**config.mk**
```make
export PLATFORM = sky130hd
export DESIGN_NAME = vga_sync_rx
export DESIGN_NICKNAME = d
export VERILOG_FILES = /design/src/rtl/vga_sync_rx.sv
export SDC_FILE = /design/constraint.sdc
export NUM_CORES = 1
export LEC_CHECK = 0
export CORE_MARGIN = 4
export CORE_UTILIZATION = 54
export DETAILED_ROUTE_END_ITERATION = 6
export GPL_ROUTABILITY_DRIVEN = 0
export PLACE_DENSITY_LB_ADDON = 0.08
export SETUP_SLACK_MARGIN = 0.5
export SYNTH_ARGS = -nofsm -noshare
export SYNTH_HDL_FRONTEND = slang
export SYNTH_SLANG_ARGS = --single-unit
export TNS_END_PERCENT = 20
```
**constraint.sdc**
```tcl
create_clock -name clk -period 2.9 [get_ports clk]
set_clock_uncertainty 0.05 [all_clocks]
set_input_delay 0.29 -clock clk [delete_from_list [all_inputs] [get_ports clk]]
set_output_delay 0.29 -clock clk [all_outputs]
set_load 0.03 [all_outputs]
```
**src/rtl/vga_sync_rx.sv**
```systemverilog
// rtl/vga_sync_rx.sv - VGA timing receiver: recovers x/y from hsync/vsync and verifies timing lock
module vga_sync_rx #(
  parameter int N         = 11,
  parameter int H_VISIBLE = 640,
  parameter int H_FP      = 16,
  parameter int H_SYNC    = 96,
  parameter int H_BP      = 48,
  parameter int V_VISIBLE = 480,
  parameter int V_FP      = 10,
  parameter int V_SYNC    = 2,
  parameter int V_BP      = 33
) (
  input  logic         clk,
  input  logic         rst,
  input  logic         pix_en,
  input  logic         hsync,
  input  logic         vsync,
  output logic [N-1:0] x,
  output logic [N-1:0] y,
  output logic         active,
  output logic         frame_start,
  output logic         locked,
  output logic         err
);

  localparam int H_TOTAL = H_VISIBLE + H_FP + H_SYNC + H_BP;
  localparam int V_TOTAL = V_VISIBLE + V_FP + V_SYNC + V_BP;

  localparam logic [N-1:0] CNT_MAX    = '1;
  localparam logic [N-1:0] H_SYNC_END = N'(H_SYNC - 1);
  localparam logic [N-1:0] H_LAST     = N'(H_TOTAL - 1);
  localparam logic [N-1:0] V_SYNC_END = N'(V_SYNC - 1);
  localparam logic [N-1:0] V_LAST     = N'(V_TOTAL - 1);
  localparam logic [N-1:0] H_ACT_LO   = N'(H_SYNC + H_BP);
  localparam logic [N-1:0] H_ACT_HI   = N'(H_SYNC + H_BP + H_VISIBLE);
  localparam logic [N-1:0] V_ACT_LO   = N'(V_SYNC + V_BP);
  localparam logic [N-1:0] V_ACT_HI   = N'(V_SYNC + V_BP + V_VISIBLE);

  typedef enum logic [1:0] {
    SEARCH,
    MEASURE,
    LOCKED
  } state_t;

  state_t       state_q, state_d;
  logic [N-1:0] hcount_q, hcount_d;
  logic [N-1:0] vcount_q, vcount_d;
  logic         hs_q, hs_d;
  logic         vs_q, vs_d;
  logic         fail_q, fail_d;
  logic         frame_start_q, frame_start_d;
  logic         err_q, err_d;

  logic hs_start, hs_end, vs_start, vs_end;
  logic h_sat, v_sat, check_bad;
  logic h_in, v_in;

  always_ff @(posedge clk or posedge rst) begin
    if (rst) begin
      state_q       <= SEARCH;
      hcount_q      <= '0;
      vcount_q      <= '0;
      hs_q          <= 1'b1;
      vs_q          <= 1'b1;
      fail_q        <= 1'b0;
      frame_start_q <= 1'b0;
      err_q         <= 1'b0;
    end else begin
      state_q       <= state_d;
      hcount_q      <= hcount_d;
      vcount_q      <= vcount_d;
      hs_q          <= hs_d;
      vs_q          <= vs_d;
      fail_q        <= fail_d;
      frame_start_q <= frame_start_d;
      err_q         <= err_d;
    end
  end

  always_comb begin
    hs_start = pix_en & hs_q & ~hsync;
    hs_end   = pix_en & ~hs_q & hsync;
    vs_start = pix_en & vs_q & ~vsync;
    vs_end   = pix_en & ~vs_q & vsync;
    h_sat    = (hcount_q == CNT_MAX);
    v_sat    = (vcount_q == CNT_MAX);

    // All checks look at the counters before this sample updates them
    check_bad = (hs_end   && (hcount_q != H_SYNC_END)) ||
                (hs_start && (hcount_q != H_LAST))     ||
                (vs_end   && (vcount_q != V_SYNC_END)) ||
                (vs_start && (vcount_q != V_LAST))     ||
                (pix_en   && (h_sat || v_sat));

    hs_d     = pix_en ? hsync : hs_q;
    vs_d     = pix_en ? vsync : vs_q;
    hcount_d = hcount_q;
    vcount_d = vcount_q;
    if (pix_en) begin
      if (hs_start) begin
        hcount_d = '0;
      end else if (!h_sat) begin
        hcount_d = hcount_q + N'(1);
      end
      if (vs_start) begin
        vcount_d = '0;
      end else if (hs_start && !v_sat) begin
        vcount_d = vcount_q + N'(1);
      end
    end

    state_d       = state_q;
    fail_d        = fail_q;
    err_d         = 1'b0;
    frame_start_d = vs_start;
    case (state_q)
      SEARCH: begin
        if (vs_start) begin
          state_d = MEASURE;
          fail_d  = 1'b0;
        end
      end
      MEASURE: begin
        if (vs_start) begin
          if (!fail_q && !check_bad) begin
            state_d = LOCKED;
          end
          fail_d = 1'b0;
        end else if (check_bad) begin
          fail_d = 1'b1;
        end
      end
      LOCKED: begin
        if (check_bad) begin
          state_d = SEARCH;
          err_d   = 1'b1;
        end
      end
      default: state_d = SEARCH;
    endcase
  end

  always_comb begin
    locked      = (state_q == LOCKED);
    h_in        = (hcount_q >= H_ACT_LO) && (hcount_q < H_ACT_HI);
    v_in        = (vcount_q >= V_ACT_LO) && (vcount_q < V_ACT_HI);
    active      = locked & h_in & v_in;
    x           = active ? (hcount_q - H_ACT_LO) : '0;
    y           = active ? (vcount_q - V_ACT_LO) : '0;
    frame_start = frame_start_q;
    err         = err_q;
  end

endmodule

```
## After elaboration in Yosys (flattened, before gate mapping)

Index checks and enable logic that the tools add are counted.

| word-level totals | value |
|---|---|
| bits in registers | 29 |
| output and inout bits | 26 |
| word-level logic and storage cells | 85 |

| cells by class | value |
|---|---|
| add/subtract/negate cells | 4 |
| order comparisons | 4 |
| equality and inequality tests | 14 |
| muxes and demuxes | 17 |
| bitwise logic cells | 14 |
| reduce and logical (&&, ||, !) cells | 24 |

Operator list:

| cell | count |
|---|---|
| $mux 11 | 6 |
| $add 11x1->11 const B | 2 |
| $eq 11x11->1 const B | 2 |
| $lt 11x10->1 const B | 2 |
| $ne 11x10->1 const B | 2 |
| $ge 11x6->1 const B | 1 |
| $ge 11x8->1 const B | 1 |
| $ne 11x1->1 const B | 1 |
| $ne 11x7->1 const B | 1 |
| $sub 11x6->11 const B | 1 |
| $sub 11x8->11 const B | 1 |
| $and 1x1->1 | 10 |
| $logic_and 1x1->1 | 9 |
| $mux 2 | 4 |
| $ne 2x2->1 const B | 4 |
| $pmux 2 s3 | 1 |
| $logic_or 1x1->1 | 5 |
| $mux 1 | 5 |
| $not 1->1 | 4 |
| $reduce_and 2->1 | 2 |
| $reduce_and 4->1 | 1 |
| $reduce_bool 2->1 | 2 |
| $logic_not 1->1 | 3 |
| $ne 3x3->1 const B | 1 |
| other kinds (6) | 6 |

## Logic depth before layout (Yosys ltp)

Gate-level depths: netlist (run 1).

| logic depth | value |
|---|---|
| depth in word-level cells | 13 |
| gate-level depth with buffers | 8 |

## Worst setup path after synthesis (run 1)

OpenSTA, ideal clock, no wires.

| timing path | value |
|---|---|
| path kind | register to output |
| start | reg vcount_q[0] |
| end | out y[5] |
| data arrival time | 2676 ps |
| required time | 2560 ps |
| slack | -116 ps |
| cell stages (with the launch flop) | 8 |
| path through | dfrtp_1 -> ha_1 -> clkbuf_1 -> or4b_1 -> o31ai_2 -> a21boi_1 -> a2111o_1 -> nor3_1 |

| between the ends | value |
|---|---|
| longest elaborated chain between the ends | 4 |

RTL lines:

| item | RTL line | text |
|---|---|---|
| from (decl) | 47 | `logic [N-1:0] vcount_q, vcount_d;` |
| from (signal assigned) | 71 | `vcount_q <= vcount_d;` |
| $ge 11x6->1 or $lt 11x10->1 (tied branches) | 146 | `v_in = (vcount_q >= V_ACT_LO) && (vcount_q < V_ACT_HI);` |
| $logic_and 1x1->1 | 146 |  |
| $and 1x1->1 | 147 | `active = locked & h_in & v_in;` |
| $mux 11 * | 149 | `y = active ? (vcount_q - V_ACT_LO) : '0;` |
| to (decl) | 19 | `output logic [N-1:0] y,` |

Mark *: on every way between the ends. The rest lies on a longest branch, timed or not.

## Final worst setup path (run 1)

| timing path | value |
|---|---|
| start | reg vcount_q[2] |
| end | out x[7] |

| between the ends | value |
|---|---|
| longest elaborated chain between the ends | 4 |

RTL lines:

| item | RTL line | text |
|---|---|---|
| $ge 11x6->1 or $lt 11x10->1 (tied branches) | 146 |  |
| $logic_and 1x1->1 * | 146 |  |
| $and 1x1->1 * | 147 |  |
| $mux 11 * | 148 | `x = active ? (hcount_q - H_ACT_LO) : '0;` |
| to (decl) | 18 | `output logic [N-1:0] x,` |

Marked as above.

==> results of run 1 <==
[area by class of cell]
class / count / area [µm²]
Clock buffer: 6 / 72.6
Clock inverter: 2 / 10.0
Fill cell: 262 / 812
Inverter: 19 / 71.3
Multi-Input combinational cell: 188 / 1380
Sequential cell: 29 / 737
Tap cell: 48 / 60.1
Timing Repair Buffer: 53 / 518
[layer usage]
metal | global-route usage (%) | wire [µm]
met1 | 29.6 | 2360
met2 | 34.7 | 2490
met3 | 5.65 | 358
met4 | 7.45 | 146
met5 | 0 | 0
[report_power, final]
group	leakage, nW	total [W]	internal, W	switching, W
registers	0.373	0.000545	0.000472	0.0000729
clock network	0.0450	0.000320	0.000166	0.000155
logic	0.896	0.000479	0.000210	0.000269
[sequential cells by signal, summed over array words and instances (netlist names)]
| name | cells |
|---|---|
| hs_q | 1 |
| state_q | 2 |
| fail_q | 1 |
| err | 1 |
| hcount_q | 11 |
| vs_q | 1 |
| vcount_q | 11 |
| frame_start | 1 |
[worst paths after layout]
kind,from,to,slack (ns),depth (start not counted)
min,rst,state_q[0],0.37,2
max,vcount_q[2],x[7],0.009,7
min in group clk,vs_q,vs_q,0.45,2
max reg2reg,vcount_q[4],state_q[0],0.41,7
min reg2reg,vs_q,vs_q,0.45,2
max in group asynchronous,rst,vs_q,1.72,3
[stage by stage]
| step | hold WS [ns] | util [%] | setup WS, ns | cell area (µm²) |
|---|---|---|---|---|
| 5_1_grt | 0.428 | 77.8 | -0.0611 | 2850 |
| 3_5_place_dp | 0.441 | 69.8 | 0.232 | 2550 |
| 6_report | 0.366 | 77.8 | 0.00940 | 2850 |
| 4_1_cts | 0.389 | 73.7 | 0.0755 | 2700 |
| 3_3_place_gp | 0.424 | 69.8 | 0.282 | 2550 |
| 2_1_floorplan | 0.317 | - | 0.271 | 2260 |
[critical path, delay by kind of cell (launching register included)]
family,cells,cell delay [ns]
AOI/OAI and AO/OA,3,0.76
and+or+nand+nor,2,0.71
DFF,1,0.43
buffers and inverters,2,0.36
[what timing repair did]
item	CTS	global route
resized for setup	6	31
setup endpoints to repair	23	25
pin swaps	1	9
buffers inserted	7	4
hold endpoints to repair	0	0
[cell usage in the layout, fill, tap and decap left out, types with 7 or more instances in the layout]
| master | instances |
|---|---|
| nor2_1 | 35 |
| clkdlybuf4s50_1 | 7 |
| inv_1 | 17 |
| dfrtp_2 | 7 |
| buf_4 | 21 |
| dfrtp_1 | 20 |
| o21ai_0 | 7 |
| buf_6 | 24 |
| xor2_1 | 11 |
| xnor2_1 | 16 |
| nand2_1 | 18 |
| a21oi_1 | 7 |
| nor2_4 | 20 |
[cells by family after synthesis]
group                      share of synthesized area (%)
DFF                                                 35.5
adders and majority gates                           4.27
xor gates and xnor gates                            11.5
AOI/OAI and AO/OA                                   13.4
and+or+nand+nor                                     27.3
muxes                                              0.488
buffers and inverters                               7.50
==> flow_summary.ini, run 1 <==
[cts]
clock_latency_ns = 0.28
cts_sinks = 29
cts_tree = yes
clockRootBuffer = clkbuf_8
numCtsBuffers = 5
clkTransAtPathRegs_ns = 0.06
ctsHoldBuffers = 0
clock_path_buffers = 2
cts_htree_levels = 2

[global_routing]
overflow = 0
grtUsageTotal_pct = 22.1
antenna_found_initial = 0
first_global_vias = 1946
grt_first_pass_wirelength_um = 8780
grt_max_degree = 21

[synthesis]
synthesis.area_um2 = 2050
ys_seq_area_share_pct = 35.5
synth-warning-count = 0
ys_ff_latch = 29
synth_commonest_cells = nor2_1 (54), dfrtp_1 (27), inv_1 (18), nand2_1 (18), xnor2_1 (16)
synth.distinct_cells = 51
synth_edf_count = 0
avgSynthCellArea_um2 = 8.07
synthCells = 254
synth-main-ff-cell = dfrtp_1
synth_top_area_share_pct = 32.9
postSynth.asyncResetShare_pct = 100
syn_nets = 266
synth_top_cell_by_area = dfrtp_1
synth.area.top_cells = dfrtp_1 (33%), nor2_1 (9.9%), xnor2_1 (6.8%)
synthMostInstantiatedCell = nor2_1

[placement]
dp_cells = 326
io_buffers = 30
dp_hpwl_um = 3750

[floorplanning]
start_util_pct = 56.0
rows = 22
coreArea_um2 = 3660
die_h_um = 69.6
dieArea_um2 = 4850
io_pins = 31
die_w_um = 69.6

[layout]
final_cells = 345
drive_above_1_share_pct = 32.0
n_antenna_cell = 0
syn2layout_area_growth_pct = 38.9
nets = 308

[critical_path]
slowest_delay_ns = 0.57
setup.worst_path.class = reg -> out
crit_slowest_cell = or4_4
worstSetupStartpointType = flip-flop
crit_arrival_ns = 2.55
crit_fanout = 20
path_cells = or4_4 > o31ai_4 > a21boi_2 > a2111o_2 > buf_12 > nor3_4 > buf_6
cp.required_ns = 2.56
critical_path.endpoint_type = output port

[sta]
tns_ns = 0
slew_violations = 0
hold_violations = 0
worst_pin_slew_ns = 0.701
fmax_ghz = 0.346
slew_headroom_pct = 53.2
period_needed_ns = 2.89
rsz0062_at_grt = true
setup_viol = 0
fin_crit_sh_pct = 99.7

[drt]
vias_per_cell = 5.71
postRouteAntennaNets = 0
routedWlPerCell_um = 15.5
vias = 1971
first_pass_iters = 4
drt-total-wl_um = 5350
drc = 0
drt_iter0_markers = 97

[power_and_ir_drop]
p_per_area_nw_per_um2 = 472
peakVddDrop_v = 0.000421
total_power_w = 0.00134
power.leakage_nw = 1.31

[run]
maxCapViolCount = 0

[worst_hold_path]
hp-class = in -> async

[outcome]
outcome = finished, final reports clean
(Power assumes the default switching activity.)
==> inputs of run 2 (changes only) <==
--- a/config.mk
+++ b/config.mk
@@ -5,8 +5,9 @@
 export SDC_FILE = /design/constraint.sdc
 export NUM_CORES = 1
 export LEC_CHECK = 0
+export ABC_AREA = 1
 export CORE_MARGIN = 4
-export CORE_UTILIZATION = 54
+export CORE_UTILIZATION = 55
 export DETAILED_ROUTE_END_ITERATION = 6
 export GPL_ROUTABILITY_DRIVEN = 0
 export PLACE_DENSITY_LB_ADDON = 0.08
==> flow_summary.ini, run 2 <==
[drt]
vias = 2142
vias_per_cell = 5.32
drc = 0
drt_iter0_markers = 138
postRouteAntennaNets = 0
routedWlPerCell_um = 14.3
drt-total-wl_um = 5770
first_pass_iters = 4

[layout]
syn2layout_area_growth_pct = 29.9
top_regs = hcount_q (11), vcount_q (11), state_q (2)
n_antenna_cell = 0
layout_common_cells = nand2_1 (58), buf_4 (34), inv_1 (29)
drive_above_1_share_pct = 34.6
final_common_cell = nand2_1
nets = 366
fillCellCount = 302

[cts]
cts_sinks = 29
cts_tree = yes
numCtsBuffers = 5
clockRootBuffer = clkbuf_8
cts_htree_levels = 2
clkTransAtPathRegs_ns = 0.07
clock_path_buffers = 2
clock_latency_ns = 0.29
ctsHoldBuffers = 0

[sta]
period_needed_ns = 2.40
slew_violations = 0
setup_viol = 0
tns_ns = 0
hold_violations = 0
fin_crit_sh_pct = 82.6
slew_headroom_pct = 70.1
setup_ws_ns = 0.504
rsz0062_at_grt = true
worst_pin_slew_ns = 0.445
whs_ns = 0.339
fmax_ghz = 0.417

[critical_path]
setup.worst_path.class = reg -> out
worstSetupStartpointType = flip-flop
slowest_delay_ns = 0.46
ff2ff_path_depth = 12
crit_arrival_ns = 2.06
cp.required_ns = 2.56
critical_path.endpoint_type = output port
path_cells = nor2_4 > a31oi_2 > nor2_2 > nand4_1 > nand3_4 > inv_1 > dlygate4sd2_1
crit_slowest_cell = dfrtp_2
ff2ff_setup_slack_ns = 1.00
crit_fanout = 6

[synthesis]
synth_top_area_share_pct = 30.8
synthMostInstantiatedCell = nand2_1
synthAdderAreaFrac_pct = 3.99
synthMuxAreaShare_pct = 0
synth_commonest_cells = nand2_1 (59), inv_1 (36), nor2_1 (33), dfrtp_1 (27)
synthCells = 304
synth.area.top_cells = dfrtp_1 (31%), nand2_1 (10%), inv_1 (6.2%)
syn_nets = 316
ys_seq_area_share_pct = 33.2
synth_compound_area_share_pct = 9.64
synth-main-ff-cell = dfrtp_1
synth.distinct_cells = 38
synthXorXnorAreaFrac_pct = 3.99
synth_edf_count = 0
synth-warning-count = 0
postSynth.asyncResetShare_pct = 100
synthSimpleGateAreaFrac_pct = 40.1
avgSynthCellArea_um2 = 7.21
synth_top_cell_by_area = dfrtp_1
ys_ff_latch = 29
synthesis.area_um2 = 2190
synth_top_family_by_area = simple AND/OR/NAND/NOR gates

[global_routing]
grt_busiest_layer = met2
met2_usage_pct = 37.0
grt_use_met3_pct = 3.84
grt_max_degree = 30
grt_first_pass_wirelength_um = 8540
first_global_vias = 2000
grtUsageTotal_pct = 20.7
antenna_found_initial = 0
met1_usage_pct = 24.4
overflow = 0

[floorplanning]
io_pins = 31
start_util_pct = 58.6
die_h_um = 71.2
coreArea_um2 = 3740
dieArea_um2 = 5060
die_w_um = 71.2
rows = 22

[placement]
io_buffers = 30
dp_hpwl_um = 3680
pre_cts_ws_ns = 0.535

[power_and_ir_drop]
total_power_w = 0.00132
p_per_area_nw_per_um2 = 463
power.leakage_nw = 1.44
peakVddDrop_v = 0.000380

[worst_hold_path]
hp-class = in -> async

[outcome]
outcome = finished, final reports clean

[run]
maxCapViolCount = 0
-- run 2: report_power, final --
group,switching [W],total (W),internal [W]
combinational,0.000278,0.000455,0.000177
clock,0.000160,0.000325,0.000166
sequential,0.0000683,0.000539,0.000470
-- run 2: layer usage --
layer | share of wire, % | up-vias
met2 | 54 | 45
met5 | 0 | -
met3 | 3.9 | 5
met4 | 1.1 | 0
li1 | - | 1085
met1 | 41 | 1007
-- run 2: area by class of cell --
| class | instances | area [µm²] | share of cell area (%) |
|---|---|---|---|
| clock buffers | 6 | 72.6 | 2.55 |
| repair buffers | 48 | 438 | 15.4 |
| inverters | 43 | 164 | 5.75 |
| well taps | 48 | 60.1 | 2.11 |
| clock inverters | 2 | 10.0 | 0.351 |
| flip-flops and latches | 29 | 737 | 25.9 |
| multi-input cells | 227 | 1370 | 48.0 |
-- run 2: metrics by stage --
step | instances | area, µm² | util, %
CTS | 389 | 2590 | 69.1
detailed placement | 380 | 2480 | 66.3
finish | 403 | 2850 | 76.1
floorplan | 304 | 2190 | -
global placement | 380 | 2480 | 66.3
global route | 403 | 2850 | 76.1
-- run 2: critical path: cells and delay by family, from the launching register on --
family | cells | cell delay, ns
AND/OR/NAND/NOR | 4 | 0.76
buffers and inverters | 2 | 0.40
AO/OA/AOI/OAI | 1 | 0.15
flip-flops | 1 | 0.46
-- run 2: cells by family (layout without fill, tap and decap cells) --
kind of cell / Yosys count / after routing
and+or+nand+nor: 172 / 172
buffers and inverters: 48 / 99
AOI/OAI and AO/OA: 38 / 38
DFF: 29 / 29
xor gates and xnor gates: 10 / 10
adders and majority gates: 7 / 7
-- run 2: path summary, 6_finish.rpt --
check | startpoint | to
max in group asynchronous | rst | vs_q
min in group clk | vs_q | vs_q
worst max register to register | hcount_q[5] | hcount_q[10]
worst min-delay path | rst | state_q[0]
worst min register to register | vs_q | vs_q
worst max-delay path | vcount_q[3] | active
-- run 2: what timing repair did --
item / 4_1_cts / 5_1_grt
buffers inserted: 1 / 11
resized for setup: 6 / 38
endpoints found under the hold margin: 0 / 0
setup endpoints to repair: 23 / 23
gates cloned: 0 / 3
pin swaps: 0 / 5
